File: config.mk
export PLATFORM = sky130hd
export DESIGN_NAME = bsg_write_initiator
export DESIGN_NICKNAME = d
export VERILOG_FILES = /design/src/rtl/bsg_write_initiator.sv
export SDC_FILE = /design/constraint.sdc
export NUM_CORES = 1
export LEC_CHECK = 0
export ABC_AREA = 1
export ABC_CLOCK_PERIOD_IN_PS = 2150
export CAP_MARGIN = 30
export CORE_ASPECT_RATIO = 0.75
export CORE_MARGIN = 3
export CORE_UTILIZATION = 55
export CTS_BUF_LIST = sky130_fd_sc_hd__clkbuf_8
export CTS_CLUSTER_DIAMETER = 80
export DETAILED_ROUTE_END_ITERATION = 10
export PLACE_DENSITY = 0.87
export SKIP_LAST_GASP = 1
export SYNTH_ARGS = -nofsm -noshare
export SYNTH_HDL_FRONTEND = slang
export SYNTH_SLANG_ARGS = --single-unit
File: constraint.sdc
create_clock -name G_CLK_TX -period 2.15 [get_ports G_CLK_TX]
set_input_delay 0.3225 -clock G_CLK_TX [delete_from_list [all_inputs] [get_ports G_CLK_TX]]
set_output_delay 0.3225 -clock G_CLK_TX [all_outputs]
set_load 0.01 [all_outputs]
File: src/rtl/bsg_write_initiator.sv
// Register-write initiator: queues (address, data) requests in a small FIFO and
// replays each one to a register-write responder as an address strobe followed
// by a data strobe, waiting for the responder's ready between the two phases.
//
// Handshake: a request is taken on any rising edge where REQ_VALID and
// REQ_READY are both high. REQ_READY is a registered "not full" flag, so a pop
// on the same edge as a full queue only frees the slot from the next cycle on.
// READY_IN is only sampled in the two WAIT states and is ignored everywhere
// else.
module bsg_write_initiator #(
  parameter int DATA_WIDTH   = 8,
  parameter int FIFO_DEPTH   = 4,
  parameter int PULSE_CYCLES = 2,
  parameter int TIMEOUT      = 16
) (
  input  logic                  G_CLK_TX,
  input  logic                  rst,
  input  logic                  REQ_VALID,
  input  logic [DATA_WIDTH-1:0] REQ_ADDR,
  input  logic [DATA_WIDTH-1:0] REQ_DATA,
  output logic                  REQ_READY,
  output logic                  VALID_OUT,
  output logic [DATA_WIDTH-1:0] ADDR_OUT,
  output logic [DATA_WIDTH-1:0] DATA_OUT,
  input  logic                  READY_IN,
  output logic                  DONE,
  output logic                  ERROR
);

  localparam int PTR_W = (FIFO_DEPTH > 1) ? $clog2(FIFO_DEPTH) : 1;
  localparam int CNT_W = $clog2(FIFO_DEPTH) + 1;
  localparam int PLS_W = $clog2(PULSE_CYCLES) + 1;
  localparam int WT_W  = $clog2(TIMEOUT) + 1;

  localparam logic [PTR_W-1:0] PTR_LAST  = PTR_W'(FIFO_DEPTH - 1);
  localparam logic [CNT_W-1:0] CNT_FULL  = CNT_W'(FIFO_DEPTH);
  localparam logic [PLS_W-1:0] PLS_LAST  = PLS_W'(PULSE_CYCLES - 1);
  localparam logic [WT_W-1:0]  WAIT_LAST = WT_W'(TIMEOUT - 1);

  typedef enum logic [2:0] {
    IDLE,
    ADDR_PH,
    ADDR_WAIT,
    DATA_PH,
    DATA_WAIT
  } state_t;

  // Current phase; readable hierarchically for checkers.
  state_t state;

  logic [2*DATA_WIDTH-1:0] mem [FIFO_DEPTH];
  logic [PTR_W-1:0]        wr_ptr;
  logic [PTR_W-1:0]        rd_ptr;
  logic [CNT_W-1:0]        count;
  logic [CNT_W-1:0]        count_next;
  logic                    push;
  logic                    pop;
  logic [DATA_WIDTH-1:0]   head_addr;
  logic [DATA_WIDTH-1:0]   head_data;

  logic [DATA_WIDTH-1:0]   work_data;
  logic [PLS_W-1:0]        pulse_cnt;
  logic [WT_W-1:0]         wait_cnt;

  assign head_addr = mem[rd_ptr][2*DATA_WIDTH-1:DATA_WIDTH];
  assign head_data = mem[rd_ptr][DATA_WIDTH-1:0];

  // Queue push/pop decisions and the occupancy that results from them.
  always_comb begin
    push       = REQ_VALID && REQ_READY;
    pop        = (state == IDLE) && (count != '0);
    count_next = count;
    if (push && !pop) begin
      count_next = count + CNT_W'(1);
    end else if (!push && pop) begin
      count_next = count - CNT_W'(1);
    end
  end

  // Request storage; contents are don't-care until written, so no reset.
  always_ff @(posedge G_CLK_TX) begin
    if (push) begin
      mem[wr_ptr] <= {REQ_ADDR, REQ_DATA};
    end
  end

  // Queue pointers, occupancy and the registered not-full flag.
  always_ff @(posedge G_CLK_TX or posedge rst) begin
    if (rst) begin
      wr_ptr    <= '0;
      rd_ptr    <= '0;
      count     <= '0;
      REQ_READY <= 1'b0;
    end else begin
      if (push) begin
        wr_ptr <= (wr_ptr == PTR_LAST) ? '0 : wr_ptr + PTR_W'(1);
      end
      if (pop) begin
        rd_ptr <= (rd_ptr == PTR_LAST) ? '0 : rd_ptr + PTR_W'(1);
      end
      count     <= count_next;
      REQ_READY <= (count_next < CNT_FULL);
    end
  end

  // Transaction sequencer: address strobe, wait, data strobe, wait, report.
  always_ff @(posedge G_CLK_TX or posedge rst) begin
    if (rst) begin
      state     <= IDLE;
      VALID_OUT <= 1'b0;
      ADDR_OUT  <= '0;
      DATA_OUT  <= '0;
      DONE      <= 1'b0;
      ERROR     <= 1'b0;
      work_data <= '0;
      pulse_cnt <= '0;
      wait_cnt  <= '0;
    end else begin
      DONE  <= 1'b0;
      ERROR <= 1'b0;
      case (state)
        IDLE: begin
          if (pop) begin
            ADDR_OUT  <= head_addr;
            work_data <= head_data;
            VALID_OUT <= 1'b1;
            pulse_cnt <= '0;
            state     <= ADDR_PH;
          end
        end
        ADDR_PH: begin
          if (pulse_cnt == PLS_LAST) begin
            VALID_OUT <= 1'b0;
            wait_cnt  <= '0;
            state     <= ADDR_WAIT;
          end else begin
            pulse_cnt <= pulse_cnt + PLS_W'(1);
          end
        end
        ADDR_WAIT: begin
          if (READY_IN) begin
            DATA_OUT  <= work_data;
            VALID_OUT <= 1'b1;
            pulse_cnt <= '0;
            state     <= DATA_PH;
          end else if (wait_cnt == WAIT_LAST) begin
            ERROR <= 1'b1;
            state <= IDLE;
          end else begin
            wait_cnt <= wait_cnt + WT_W'(1);
          end
        end
        DATA_PH: begin
          if (pulse_cnt == PLS_LAST) begin
            VALID_OUT <= 1'b0;
            wait_cnt  <= '0;
            state     <= DATA_WAIT;
          end else begin
            pulse_cnt <= pulse_cnt + PLS_W'(1);
          end
        end
        DATA_WAIT: begin
          if (READY_IN) begin
            DONE  <= 1'b1;
            state <= IDLE;
          end else if (wait_cnt == WAIT_LAST) begin
            ERROR <= 1'b1;
            state <= IDLE;
          end else begin
            wait_cnt <= wait_cnt + WT_W'(1);
          end
        end
        default: begin
          VALID_OUT <= 1'b0;
          state     <= IDLE;
        end
      endcase
    end
  end

endmodule

==> results of run 1 <==
Yosys cell counts (all sizes together):
cell type	n
nand3	14
inv	48
o21ai	56
dfrtp	45
or2	2
nor3	1
edfxtp	64
ha	13
nand4	2
clkbuf	6
buf	9
a22oi	1
o211ai	8
nor2	60
a21oi	3
xnor2	1
a21boi	1
nand2	103
worst max path at each step:
| stage | to |
|---|---|
| finish | REQ_READY |
| global route | wait_cnt[4] |
| CTS | REQ_READY |
| detailed placement | REQ_READY |
| global placement | REQ_READY |
| floorplan | mem[2][0] |
routing by layer:
metal / up-vias / GRT usage, % / share of wire (%)
met5: - / 0 / 0
met4: 0 / 4.86 / 1.4
met3: 13 / 5.20 / 4.6
met2: 77 / 34.6 / 51
met1: 1484 / 24.3 / 43
li1: 1523 / - / -
final cells by class:
class,instances,area share [%]
sequential,109,57.5
multi-input combinational,265,24.2
timing repair buffer,49,9.02
inverter,48,3.40
tap,105,2.48
clock buffer,9,2.34
clock inverter,7,1.06
logic make-up after synthesis:
group	count (synthesis)	share of synthesized area, %
AND/OR/NAND/NOR	182	16.2
flip-flops	109	66.4
AO/OA/AOI/OAI	69	8.07
buffers and inverters	63	5.64
adder cells (fa/ha/maj)	13	3.54
XOR/XNOR	1	0.191
power by group:
part	switching (mW)	total, mW	internal (mW)
sequential	0.290	3.07	2.78
combinational	1.65	2.64	0.989
clock	0.702	1.14	0.440
worst max-delay path, cell delays in order (launching register included):
cell and delay [ns]:
dfrtp_1 0.38, inv_1 0.08, ha_1 0.19, nand2_1 0.08, inv_1 0.05, nor2_2 0.16, inv_2 0.12, ha_1 0.24
nor2_1 0.14, nand2_1 0.08, nand2_1 0.06, nand2_1 0.05, nand2_1 0.07, inv_1 0.04
flip-flops by register name (all words and copies together), names as in the netlist:
register and count:
REQ_READY 1, DONE 1, VALID_OUT 1, ERROR 1, wr_ptr 2, rd_ptr 2
work_data 8, DATA_OUT 8, ADDR_OUT 8, pulse_cnt 2, state 3, mem 64
count 3, wait_cnt 5
==> metrics.txt, run 1 <==
hold buffers post-CTS 0; syn avg cell area 10.5 um^2; DP Wirelength 5940 um; final hold slack between 0.2 and 0.3 ns; Worst-Skew Late Latency 0.37 ns; post-DR wirelength/cell between 10 and 15 um; Critical Setup Path Class flip-flop to flip-flop; most frequent cells in the layout 101 x nand2_1, 64 x edfxtp_1, 56 x nor2_1, 50 x o21ai_0; R2R Setup Slk slightly above 0.3 ns; DRT Pass-1 Iters 5; input/output buffers 39; die height 85.1 um; CTS tree yes; Finished Cell Area 5300 um^2; pin count of the biggest net entering global routing 35; Root Buffer clkbuf_8; Placed Area 5120 um^2; Crit. Startpoint count[0]; post-route insts no fill 592; final setup vio count 0; Max Cap Viol 0; layout cells sized above 1 7.80%; first-pass GRT wire length 14600 um; status complete, no violations; Netlist cell types 27; Initial Util a little under three fifths; RR Endpoint REQ_READY; final core utilization 66.4%; htree depth 3; die area 9490 um^2; Placeable Area 7990 um^2; vias in the first global route 3187; num rows 28; gr ovfl total 0; Via density about 5.2; sequential cell area just over 3000 um^2; total negative slack 0 ns; unrepaired setup endpoints after global routing no; Post-Place Worst Slack 0.266 ns; number of antenna diodes 0; sequential area share after synthesis 66.4%; TritonCTS Buffers 9; DIE WIDTH 111 um; reg2reg path depth 13; initial antenna violation count 0; max_slew headroom 48.2%; Routability Congestion 0.761; # nets final 515; worst vdd ir between 0.8 and 0.9 mV; post-synth top area share 41.9%; reg2reg start count[0]; max-slew violations 0; required time worst endpoint 2.42 ns; Leakage 2.24 nW; Fin. Hold Viols 0; setup bufs post-CTS 0; Slew @ Worst Pin 0.777 ns; post-cts gate resize count 0; CP Launch Type flip-flop; Final Routed Wirelength between 8000 and 9000 um; drt drc 0; setup ws final 0.305 ns; crit path max fanout 10; fin crit share 85.8%; Overall Power 6.85 mW; cell taking the most area after synthesis edfxtp_1; min-delay worst type input port to async pin; initial DRC count 155; Max Clk Rate 542 MHz; most common cell after layout, fill and taps aside nand2_1; top area cells in the synthesized netlist edfxtp_1 42%, dfrtp_1 25%, nand2_1 8.3%; Final Critical Period 1.85 ns; # fillers between 600 and 700; Netlist Area Pre-Place 4590 um^2; Power Density between 1000 and 1500 nW/um^2; gr usage total 19.6%; critical path endpoint category flip-flop; synth-to-layout area growth 15.5%; clk slew on worst S/H paths 0.11 ns; io pins 40; multi-input combinational cell area 1280 um^2; yosys warns 0; post-route ant nets 0; CP arrival between 2 and 2.5 ns; CTS Buffer Depth 2; vias after detailed routing just over 3k; post-synthesis register bit count between 100 and 150; skew final 0.0186 ns; Mapped Nets 470; Inst Count DP 576; Post-Syn Instances 437; Clock Sinks 109
Power figures use the tool's default switching activity.
==> run 2, diff against run 1 <==
Settings changed: CORE_ASPECT_RATIO 0.75 to 1.75, CORE_MARGIN 3 to 4.
==> run 2 against run 1 <==
  * Hold slack better by 0.025 ns
  * Die area increased by 4.6%
  * Non-clock buffer count is the same
  * Critical path depth is the same
  * Final area rose by 0.45%
  * Global-route usage down 0.69 points
  * First-iteration DRC count increased by 36%
  * Count of clock-buffer cells in the layout unchanged
  * Via count is 1.2% higher
  * Critical path type unchanged
  * Critical endpoint unchanged
  * Largest power group unchanged
  * Highest routed layer unchanged
==> metrics.txt, run 2 (synthesis results as in run 1) <==
Via density 5.43; DRT Pass-1 Iters 4; RR Endpoint REQ_READY; Max Cap Viol 0; CTS Buffer Depth 2; min-delay worst type input port to async pin; required time worst endpoint 2.42 ns; reg2reg path depth 13; metal2 WL 4590 um; die area 9930 um^2; htree depth 3; CTS tree yes; layout cells sized above 1 7.80%; vias in the first global route 3256; met3 wire len 325 um; hold buffers post-CTS 0; setup bufs post-CTS 0; Final Critical Period 1.87 ns; first-pass GRT wire length ~15000 um; DIE WIDTH 77.1 um; number of antenna diodes 0; total negative slack 0 ns; Placeable Area 8020 um^2; CP Launch Type flip-flop; Routability Congestion 0.872; initial DRC count 211; max_slew headroom 53.3%; final setup vio count 0; worst vdd ir about 0.75 mV; post-cts gate resize count 0; highest routed layer met4; DP Wirelength 5870 um; Max Clk Rate 534 MHz; input/output buffers 39; Clock Sinks 109; post-DR wirelength/cell 14.8 um; post-route ant nets 0; max reg flops 64; Slew @ Worst Pin 0.700 ns; Reg with most FFs mem; unrepaired setup endpoints after global routing no; Root Buffer clkbuf_8; gr usage total 18.9%; crit path max fanout 4; vias after detailed routing 3133; die height 129 um; critical path endpoint category flip-flop; status complete, no violations; io pins 40; pin count of the biggest net entering global routing 43; fin crit share 87.2%; most common cell after layout, fill and taps aside nand2_1; initial antenna violation count 0; Leakage between 2 and 2.5 nW; most frequent cells in the layout 101 x nand2_1, 64 x edfxtp_1, 56 x nor2_1, 50 x o21ai_0; skew final 0.00955 ns; synth-to-layout area growth 16.0%; final core utilization 66.4%; Fin. Hold Viols 0; Initial Util a little under three fifths; reg2reg start count[0]; max-slew violations 0; TritonCTS Buffers 9; Final Routed Wirelength 8530 um; R2R Setup Slk ~0.28 ns; Power Density 1330 nW/um^2; num rows 43; Worst-Skew Late Latency 0.38 ns; gr ovfl total 0; CP arrival 2.15 ns; clk slew on worst S/H paths between 0.1 and 0.15 ns; Critical Setup Path Class flip-flop to flip-flop; # nets final 515; drt drc 0; routed metal-1 wirelength 3290 um
-- run 2: report_power, final --
part	total (mW)	leakage (nW)	switching (mW)	internal (mW)
clock network	1.42	0.120	0.734	0.686
logic	2.60	0.984	1.62	0.978
registers	3.07	1.16	0.285	2.78
-- run 2: routing by layer --
layer	up-vias	track usage [%]
met4	0	14.4
met3	25	3.29
met5	-	0
met1	1510	20.3
li1	1517	-
met2	81	33.0
-- run 2: cell type report --
| class | instances | area (um^2) |
|---|---|---|
| clock inverter | 7 | 111 |
| clock buffer | 9 | 124 |
| timing repair buffer | 49 | 465 |
| sequential | 109 | 3050 |
| tap | 90 | 113 |
| inverter | 48 | 180 |
| multi-input combinational | 265 | 1280 |
| fill | 601 | 2690 |
-- run 2: per-stage QoR --
| stage | instance area [um^2] | hold slack [ns] | setup WS, ns | cells | power (mW) |
|---|---|---|---|---|---|
| after floorplan | 4590 | 0.393 | 0.399 | 437 | 4.83 |
| after global placement | 5090 | 0.454 | 0.396 | 561 | 5.53 |
| after detailed placement | 5090 | 0.459 | 0.215 | 561 | 5.71 |
| after CTS | 5330 | 0.296 | 0.296 | 577 | 7.15 |
| after global routing | 5330 | 0.347 | 0.0615 | 577 | 7.61 |
| final | 5330 | 0.292 | 0.276 | 577 | 7.09 |
-- run 2: how the worst max path moves through the flow --
stage | cells after the start | to | startpoint | slack (ns)
floorplan | 4 | mem[2][0] | wr_ptr[0] | 0.40
global placement | 10 | REQ_READY | REQ_VALID | 0.40
detailed placement | 10 | REQ_READY | REQ_VALID | 0.22
CTS | 13 | REQ_READY | count[0] | 0.30
global route | 13 | REQ_READY | count[0] | 0.06
finish | 13 | REQ_READY | count[0] | 0.28
-- run 2: critical path, stage by stage (launching register included) --
cell	delay [ns]
dfrtp_1	0.38
inv_1	0.09
ha_1	0.20
nand2_1	0.08
inv_1	0.05
nor2_2	0.15
inv_2	0.05
ha_1	0.22
nor2_1	0.20
nand2_1	0.11
nand2_1	0.07
nand2_1	0.05
nand2_1	0.08
inv_1	0.04
==> run 3, diff against run 2 <==
Settings changed: ABC_CLOCK_PERIOD_IN_PS 2150 to 1840.
Clock period 2.15 ns to 1.84 ns, I/O delays scaled along.
==> run 3 against run 2 <==
  * Clock power is 11% higher
  * Final area up 1.8%
  * Clock skew is 0.0038 ns higher
  * Global-route usage fell by 0.12 points
  * Core utilization is 1.2 points higher
  * Combinational power increased by 25%
  * Sequential power grew 16%
  * Register-to-register slack lost 0.21 ns
  * Maximum frequency up 5.8%
  * Sequential share of layout area fell by 1.0 points
  * Wire length rose by 0.60%
  * Via count is 0.67% lower
==> metrics.txt, run 3 (synthesis results as in run 1) <==
status complete, no violations; hold buffers post-CTS 0; clk slew on worst S/H paths 0.10 ns; TritonCTS Buffers 9; Clock Sinks around 110; switching power 3.07 mW; layout cells sized above 1 8.96%; required time worst endpoint 2.12 ns; max reg flops 64; Initial Util a little under three fifths; Power Density between 1500 and 2000 nW/um^2; CP arrival 2.05 ns; Global Route met1 Usage about a fifth; Final Critical Period 1.77 ns; io pins 40; Finished Cell Area 5420 um^2; Clock power frac 18.9%; Critical Setup Path Class flip-flop to flip-flop; num rows 43; CTS Buffer Depth 2; CTS tree yes; cell internal pwr 5.32 mW; grt met2 use 34.4%; htree depth 3; Via density roughly 5.4; Reg with most FFs mem; met3 Usage GRT 3.64%; Post-Place Worst Slack 0.0726 ns; Slew @ Worst Pin 0.693 ns; max incr delay on CP 0.37 ns; final setup vio count 0; synth-to-layout area growth 18.1%; first-pass GRT wire length between 10000 and 15000 um; Placeable Area 8020 um^2; logic gate share of total power 38.6%; Seq pwr share 42.5%; input/output buffers 39; initial DRC count 212; DP Wirelength 5810 um; max-slew violations 0; gr usage total around a fifth; vias after detailed routing 3112; crit-path most repeated cell nand2_1; DIE WIDTH 77.1 um; Leakage 2.29 nW; die area between 9000 and 10000 um^2; fin crit share 96.3%; skew final 0.0134 ns; vias in the first global route 3195; pin count of the biggest net entering global routing 46; post-DR wirelength/cell 14.8 um; number of antenna diodes 0; post-route ant nets 0; Max Clk Rate 565 MHz; CP Cell Sequence inv_1 > ha_1 > nand2_1 > inv_1 > nor2_4 > inv_2 > ha_2 > nor2_2 > nand2_1 > nand2_1 > nand2_1 > nand2_1 > inv_1; Fin. Hold Viols 0; drt drc 0; Crit-path slowest cell dfrtp_1; Worst-Skew Late Latency 0.38 ns; Max Cap Viol 0; most frequent cells in the layout 101 x nand2_1, 64 x edfxtp_1, 55 x nor2_1, 50 x o21ai_0, 46 x inv_1; final core utilization 67.6%; CP Launch Type flip-flop; initial antenna violation count 0; most common cell after layout, fill and taps aside nand2_1; die height 129 um; GRT busiest layer met2; crit path max fanout 4; critical path endpoint category flip-flop; max_slew headroom 53.8%; Root Buffer clkbuf_8; setup ws final about 0.069 ns; Routability Congestion just under 0.9; gr ovfl total 0; unrepaired setup endpoints after global routing yes; sw frac 36.6%; final hold slack 0.232 ns; worst vdd ir 0.960 mV; # nets final 519; Placed Area 5170 um^2; # fillers 578; DRT Pass-1 Iters 4; Overall Power 8.39 mW; min-delay worst type input port to async pin; Final Routed Wirelength 8580 um
## run 3: cell count changes in the layout (fill, tap and decap cells not counted), sizes merged
cell,before,now
clkbuf,9,10
inv,52,50
clkinv,1,2
buf,10,14
## run 3: worst max-delay path, delay by kind of cell, from the launching register on
family	cells	cell delay [ns]
fa+ha+maj	2	0.39
simple gates	7	0.65
buf+inv	4	0.26
flops	1	0.37
## run 3: layout make-up
cell class,count,area (um^2),area share (%)
tap,90,113,2.08
multi-input combinational,265,1300,24.0
clock buffer,10,138,2.54
sequential,109,3050,56.2
timing repair buffer,53,558,10.3
inverter,48,180,3.32
clock inverter,6,86.3,1.59
## run 3: layer usage
layer / wire (um) / vias to the layer above / share of wire [%]
met5: 0 / - / 0
met4: 278 / 0 / 3.2
met3: 267 / 19 / 3.1
met2: 4610 / 61 / 54
met1: 3420 / 1503 / 40
li1: - / 1529 / -
## run 3: power by group through the flow
stage	logic, mW	clock network, mW	registers (mW)
5_1_grt	3.68	1.71	3.62
4_1_cts	3.22	1.62	3.56
6_report	3.24	1.58	3.56
3_3_place_gp	2.99	0	3.57
2_1_floorplan	2.02	0	3.63
3_5_place_dp	3.17	0	3.61
## run 3: final timing paths
check                          start     endpoint  slack, ns  cells after the start
max                         count[0]    REQ_READY       0.07                     13
min                              rst     count[1]       0.23                      3
max reg2reg                 count[0]    REQ_READY       0.07                     13
min reg2reg                VALID_OUT    VALID_OUT       0.48                      2
max in group asynchronous        rst  DATA_OUT[1]       1.39                      3
min in group G_CLK_TX      VALID_OUT    VALID_OUT       0.48                      2
## run 3: what timing repair did
action / in CTS / in global routing
resized for setup: 0 / 4
endpoints found under the setup margin: 0 / 9
buffers inserted: 0 / 1
## run 3: through the flow
step           setup TNS, ns  cells
2_1_floorplan              0    437
3_3_place_gp               0    564
3_5_place_dp               0    564
4_1_cts                    0    580
5_1_grt              -0.0564    581
6_report                   0    581
==> RTL edit 1 (config.mk and constraints of run 1) <==
Re-encode `state_t` (5 states) as Gray code, 3 bits wide.
--- a/src/rtl/bsg_write_initiator.sv
+++ b/src/rtl/bsg_write_initiator.sv
@@ -38,11 +38,11 @@
   localparam logic [WT_W-1:0]  WAIT_LAST = WT_W'(TIMEOUT - 1);
 
   typedef enum logic [2:0] {
-    IDLE,
-    ADDR_PH,
-    ADDR_WAIT,
-    DATA_PH,
-    DATA_WAIT
+    IDLE      = 3'b000,
+    ADDR_PH   = 3'b001,
+    ADDR_WAIT = 3'b011,
+    DATA_PH   = 3'b010,
+    DATA_WAIT = 3'b110
   } state_t;
 
   // Current phase; readable hierarchically for checkers.
Check against the original RTL: same outputs for any inputs over 10 cycles, from zero or initial values and one cycle with rst high; not proved beyond that.
==> RTL edit 1 against run 1 <==
Sequential cell count unchanged. Cell area up 0.17%. Area after synthesis up 0.65%. Power up 4.5%. Worst setup slack better by 37 ps. Wire length down 0.16%. Critical endpoint unchanged. Die area up 0.61%. Via count up 1.6%.
==> RTL edit 1: results (changes against run 1) <==
| Metric | Value |
|---|---|
| Synth top area cells | `edfxtp_1, dfrtp_1, nand2_1` |
| Clock Tree Root | `clkbuf_8` |
| Peak supply drop | `0.7319 mV (-8.7%)` |
| First-pass GRT wire length | `14.58 mm (-0.47%)` |
| Initial DRT Pass Iterations | `5 (unchanged)` |
| Filler Cell Count | `614 (-1.4%)` |
| ANT nets after route | `0 (unchanged)` |
| Max reg flops | `64 (unchanged)` |
| Clk pin slew, worst setup/hold paths | `110 ps (about the same)` |
| Reg2reg end | `REQ_READY` |
| Switch share | `39.68% (+1.2 points)` |
| Syn Nets | `468 (-0.43%)` |
| Predominant post-synthesis flop cell | `edfxtp_1` |
| Fraction of layout cells with a size suffix above 1 | `8.660% (+0.86 points)` |
| Yosys cell types | `31 (+15%)` |
| Largest net degree at the start of global routing | `46 (+31%)` |
| Final setup fails | `0 (unchanged)` |
| Hold Vio Cnt, Final | `0 (unchanged)` |
| Placement Setup Slack | `289.2 ps (+23.08 ps)` |
| Clk buf depth | `2 (unchanged)` |
| Crit path capture type | `flop` |
| I/O Buffers | `39 (unchanged)` |
| Final Skew | `17.06 ps (-1.570 ps)` |
| Post-CTS sizing | `0 (unchanged)` |
| Routability cong. | `0.8949 (+18%)` |
| Via density | `5.336 (+2.0%)` |
| Clk Latency, worst-skew pair | `370 ps (about the same)` |
| CP Max Fanout | `10 (unchanged)` |
| Nets | `513 (-0.39%)` |
| Reg-to-Reg Start | `count[0]` |
| Initial DRC Count | `237 (+53%)` |
| Worst r2r path cells | `12 (-1)` |
| Vias in the first global route | `3069 (-3.7%)` |
| Syn. warnings | `0 (unchanged)` |
| Outcome | `completed` |
| Final WS setup | `341.2 ps (+36.67 ps)` |
| Setup TNS | `0 ps (unchanged)` |
| Tot GR Track Use | `19.41% (-0.16 points)` |
| Post-synth EDFFs | `64 (unchanged)` |
| Initial antenna violation count | `0 (unchanged)` |
| HPWL Detailed | `5.795 mm (-2.5%)` |
| Crit path launch | `count[0]` |
| Fraction of registers with async set/reset | `41.28% (unchanged)` |
| Count of H-tree levels built during CTS | `3 (unchanged)` |
| Most instantiated cells after synthesis | `nand2_1, edfxtp_1, nor2_1, o21ai_0, dfrtp_1` |
| Final wirelength | `8.754 mm (-0.16%)` |
| Most flops, register | `mem` |
| Sequential area share after synthesis | `65.96% (-0.43 points)` |
| Post CTS Setup Buffer Count | `0 (unchanged)` |
| Antenna diodes | `0 (unchanged)` |
| Leakage Power | `2.198 nW (-2.0%)` |
| Actual slew at the worst max-slew pin | `327.0 ps (-449.6 ps)` |
| Arr. time, crit path | `2080 ps (-40 ps)` |
| HP Class | `in2async` |
| CTS buffer count | `9 (unchanged)` |
## RTL edit 1: per-layer routing
layer	GRT usage, %	up-vias	wire length, um
met5	0	-	0
met4	4.530	0	101
met3	5.488	12	614
met2	31.77	119	4168
met1	26.19	1490	3868
li1	-	1527	-
## RTL edit 1: layout make-up
type | instances | area share [%]
flip-flops and latches | 109 | 57.40
multi-input cells | 273 | 25.00
repair buffers | 49 | 9.001
inverters | 38 | 2.733
well taps | 105 | 2.474
clock buffers | 9 | 2.333
clock inverters | 7 | 1.060
## RTL edit 1: worst max-delay path, cell delays in order, from the launching register on
cell     delay (ps)
dfrtp_1         410
inv_1           110
ha_1            160
inv_1            40
nor2_1          190
nor2_4           90
inv_4           120
ha_1            230
inv_1            70
nand3_1          60
nand2_1          60
xor2_1          150
inv_1            50
## RTL edit 1: power by group through the flow
stage               clock, W  combinational (W)  sequential (W)
CTS                  0.00115            0.00299         0.00306
global route         0.00125            0.00338         0.00311
floorplan                  0            0.00198         0.00313
finish               0.00112            0.00298         0.00306
global placement           0            0.00281         0.00307
detailed placement         0            0.00297         0.00310
## RTL edit 1: cells by family (layout without fill, tap and decap cells)
group / count (synthesis) / count (layout) / share of synthesized area (%)
AO/OA/AOI/OAI: 78 / 78 / 8.584
XOR/XNOR: 2 / 2 / 0.3792
adder cells (fa/ha/maj): 13 / 13 / 3.520
buffers and inverters: 53 / 103 / 5.307
flip-flops: 109 / 109 / 65.96
AND/OR/NAND/NOR: 180 / 180 / 16.25
## RTL edit 1: through the flow
stage / hold WS, ps / std cells / power (W) / utilization, % / area [sq um]
2_1_floorplan: 396.0 / 435 / 0.005106 / - / 4621
3_3_place_gp: 458.7 / 574 / 0.005886 / 63.94 / 5130
3_5_place_dp: 464.0 / 574 / 0.006064 / 63.94 / 5130
4_1_cts: 296.1 / 590 / 0.007191 / 66.19 / 5310
5_1_grt: 304.1 / 590 / 0.007748 / 66.19 / 5310
6_report: 295.4 / 590 / 0.007164 / 66.19 / 5310
## RTL edit 1: how the worst min path moves through the flow
stage                       from      endpoint  slack (ps)  depth (start not counted)
floorplan               READY_IN         ERROR         400                          1
CTS                          rst  pulse_cnt[1]         300                          3
finish                       rst  pulse_cnt[0]         300                          3
detailed placement  pulse_cnt[1]  pulse_cnt[1]         460                          2
global route                 rst  pulse_cnt[0]         300                          3
global placement    pulse_cnt[1]  pulse_cnt[1]         460                          2
==> RTL edit 2 (config.mk and constraints of run 1) <==
Without the edit above. Set the parameter `DATA_WIDTH` to 6 (it was 8).
--- a/src/rtl/bsg_write_initiator.sv
+++ b/src/rtl/bsg_write_initiator.sv
@@ -8,7 +8,7 @@
 // READY_IN is only sampled in the two WAIT states and is ignored everywhere
 // else.
 module bsg_write_initiator #(
-  parameter int DATA_WIDTH   = 8,
+  parameter int DATA_WIDTH   = 6,
   parameter int FIFO_DEPTH   = 4,
   parameter int PULSE_CYCLES = 2,
   parameter int TIMEOUT      = 16
Ports: changed (resized ADDR_OUT, DATA_OUT, REQ_ADDR and REQ_DATA); port bits go from 40 to 32. No check against the original RTL was run, so the function may have changed too.
==> RTL edit 2 against run 1 <==
Worst setup slack lost 31 ps. Via count shrank 16%. Cell count shrank 18%. Maximum frequency shrank 1.6%. Largest cell class unchanged. Power shrank 16%. Synthesized cell count shrank 18%. Area after synthesis shrank 19%. Critical path depth shrank 1. Wire length shrank 20%. Sequential cell count shrank 22. Clock power shrank 8%. Largest power group unchanged. Critical path type unchanged. First-iteration DRC count grew 15%. Cell area shrank 19%.
==> RTL edit 2: results (changes against run 1) <==
| Metric | Value |
|---|---|
| Outcome | `completed` |
| Sequential area share after synthesis | `64.83% (-1.6 points)` |
| Comb_multi_in | `229 (-14%)` |
| Tot GR Track Use | `19.95% (+0.38 points)` |
| CP Max Fanout | `7 (-3)` |
| Flop2flop setup slack | `270 ps (-30 ps)` |
| Leakage Power | `1.845 nW (-18%)` |
| Nonclk buf count | `40 (-18%)` |
| Filler Cell Count | `471 (-24%)` |
| Vias in the first global route | `2603 (-18%)` |
| Routability cong. | `0.8904 (+17%)` |
| Largest net degree at the start of global routing | `40 (+14%)` |
| Met2 Use GR | `31.07% (-3.6 points)` |
| Non-clk invs | `32 (-33%)` |
| First-pass GRT wire length | `12.05 mm (-18%)` |
| Met1 WL | `3.056 mm (-18%)` |
| Max reg flops | `48 (-25%)` |
| Via density | `5.367 (+2.6%)` |
| Initial DRC Count | `179 (+15%)` |
| Detail Route met3 WL | `481 um (+20%)` |
| PwrDens | `1333 nW/um^2 (+3.1%)` |
| Reg area | `2417 sq um (-21%)` |
| Met3 Usage GRT | `5.909% (+0.71 points)` |
| Clk Latency, worst-skew pair | `350 ps (-20 ps)` |
| Footprint of the multi-input gates | `1117 sq um (-13%)` |
| Final Skew | `7.973 ps (-10.65 ps)` |
| Post-synth EDFFs | `48 (-25%)` |
| I/O Buffers | `31 (-21%)` |
| Initial DRT Pass Iterations | `4 (-1)` |
| Nets | `428 (-17%)` |
| Crit-path max cell delay | `400 ps (+20 ps)` |
-- RTL edit 2: cell count changes in the layout (fill, tap and decap cells not counted), moves of 3 or more --
cell,change
inv_1,-12
o22ai_1,+6
nand2_1,-21
dfrtp_1,-6
edfxtp_1,-16
inv_6,-3
o21ai_0,-15
clkdlybuf4s50_1,-8
o21ai_1,+3
o211ai_1,-8
-- RTL edit 2: worst reg2reg max path, cell delays in order (launching register included) --
cell     delay, ps
dfrtp_1        400
inv_1          120
ha_1           160
inv_1           40
nor2_2         150
nor3_4          60
inv_1          190
ha_1           250
inv_1           70
nand3_1         60
nand2_1         60
xor2_1         160
inv_1           50
-- RTL edit 2: cells by family after synthesis --
family | count (synthesis) | synth area share (%)
flops | 87 | 64.83
fa+ha+maj | 13 | 4.363
xor+xnor | 2 | 0.4699
buf+inv | 43 | 5.268
simple gates | 158 | 17.22
compound gates | 56 | 7.853
-- RTL edit 2: metrics by stage --
step	hold slack, ps	utilization [%]	std cells
final	386.6	66.97	485
after global placement	459.0	64.12	469
after floorplan	421.4	-	359
after CTS	397.2	66.93	485
after global routing	436.1	66.97	485
after detailed placement	476.6	64.12	469
-- RTL edit 2: worst max path at each step --
stage	to	slack [ps]	depth (start not counted)
detailed placement	REQ_READY	230	12
global placement	REQ_READY	340	9
CTS	REQ_READY	210	12
global route	REQ_READY	70	12
floorplan	REQ_READY	350	12
finish	REQ_READY	270	12
-- RTL edit 2: power breakdown --
| group | switching, W | total (W) | leakage [nW] | internal (W) |
|---|---|---|---|---|
| Sequential | 0.000248 | 0.00247 | 0.933 | 0.00222 |
| Clock | 0.000531 | 0.00105 | 0.0967 | 0.000519 |
| Combinational | 0.00140 | 0.00224 | 0.815 | 0.000837 |
| Total | 0.00218 | 0.00575 | 1.85 | 0.00358 |
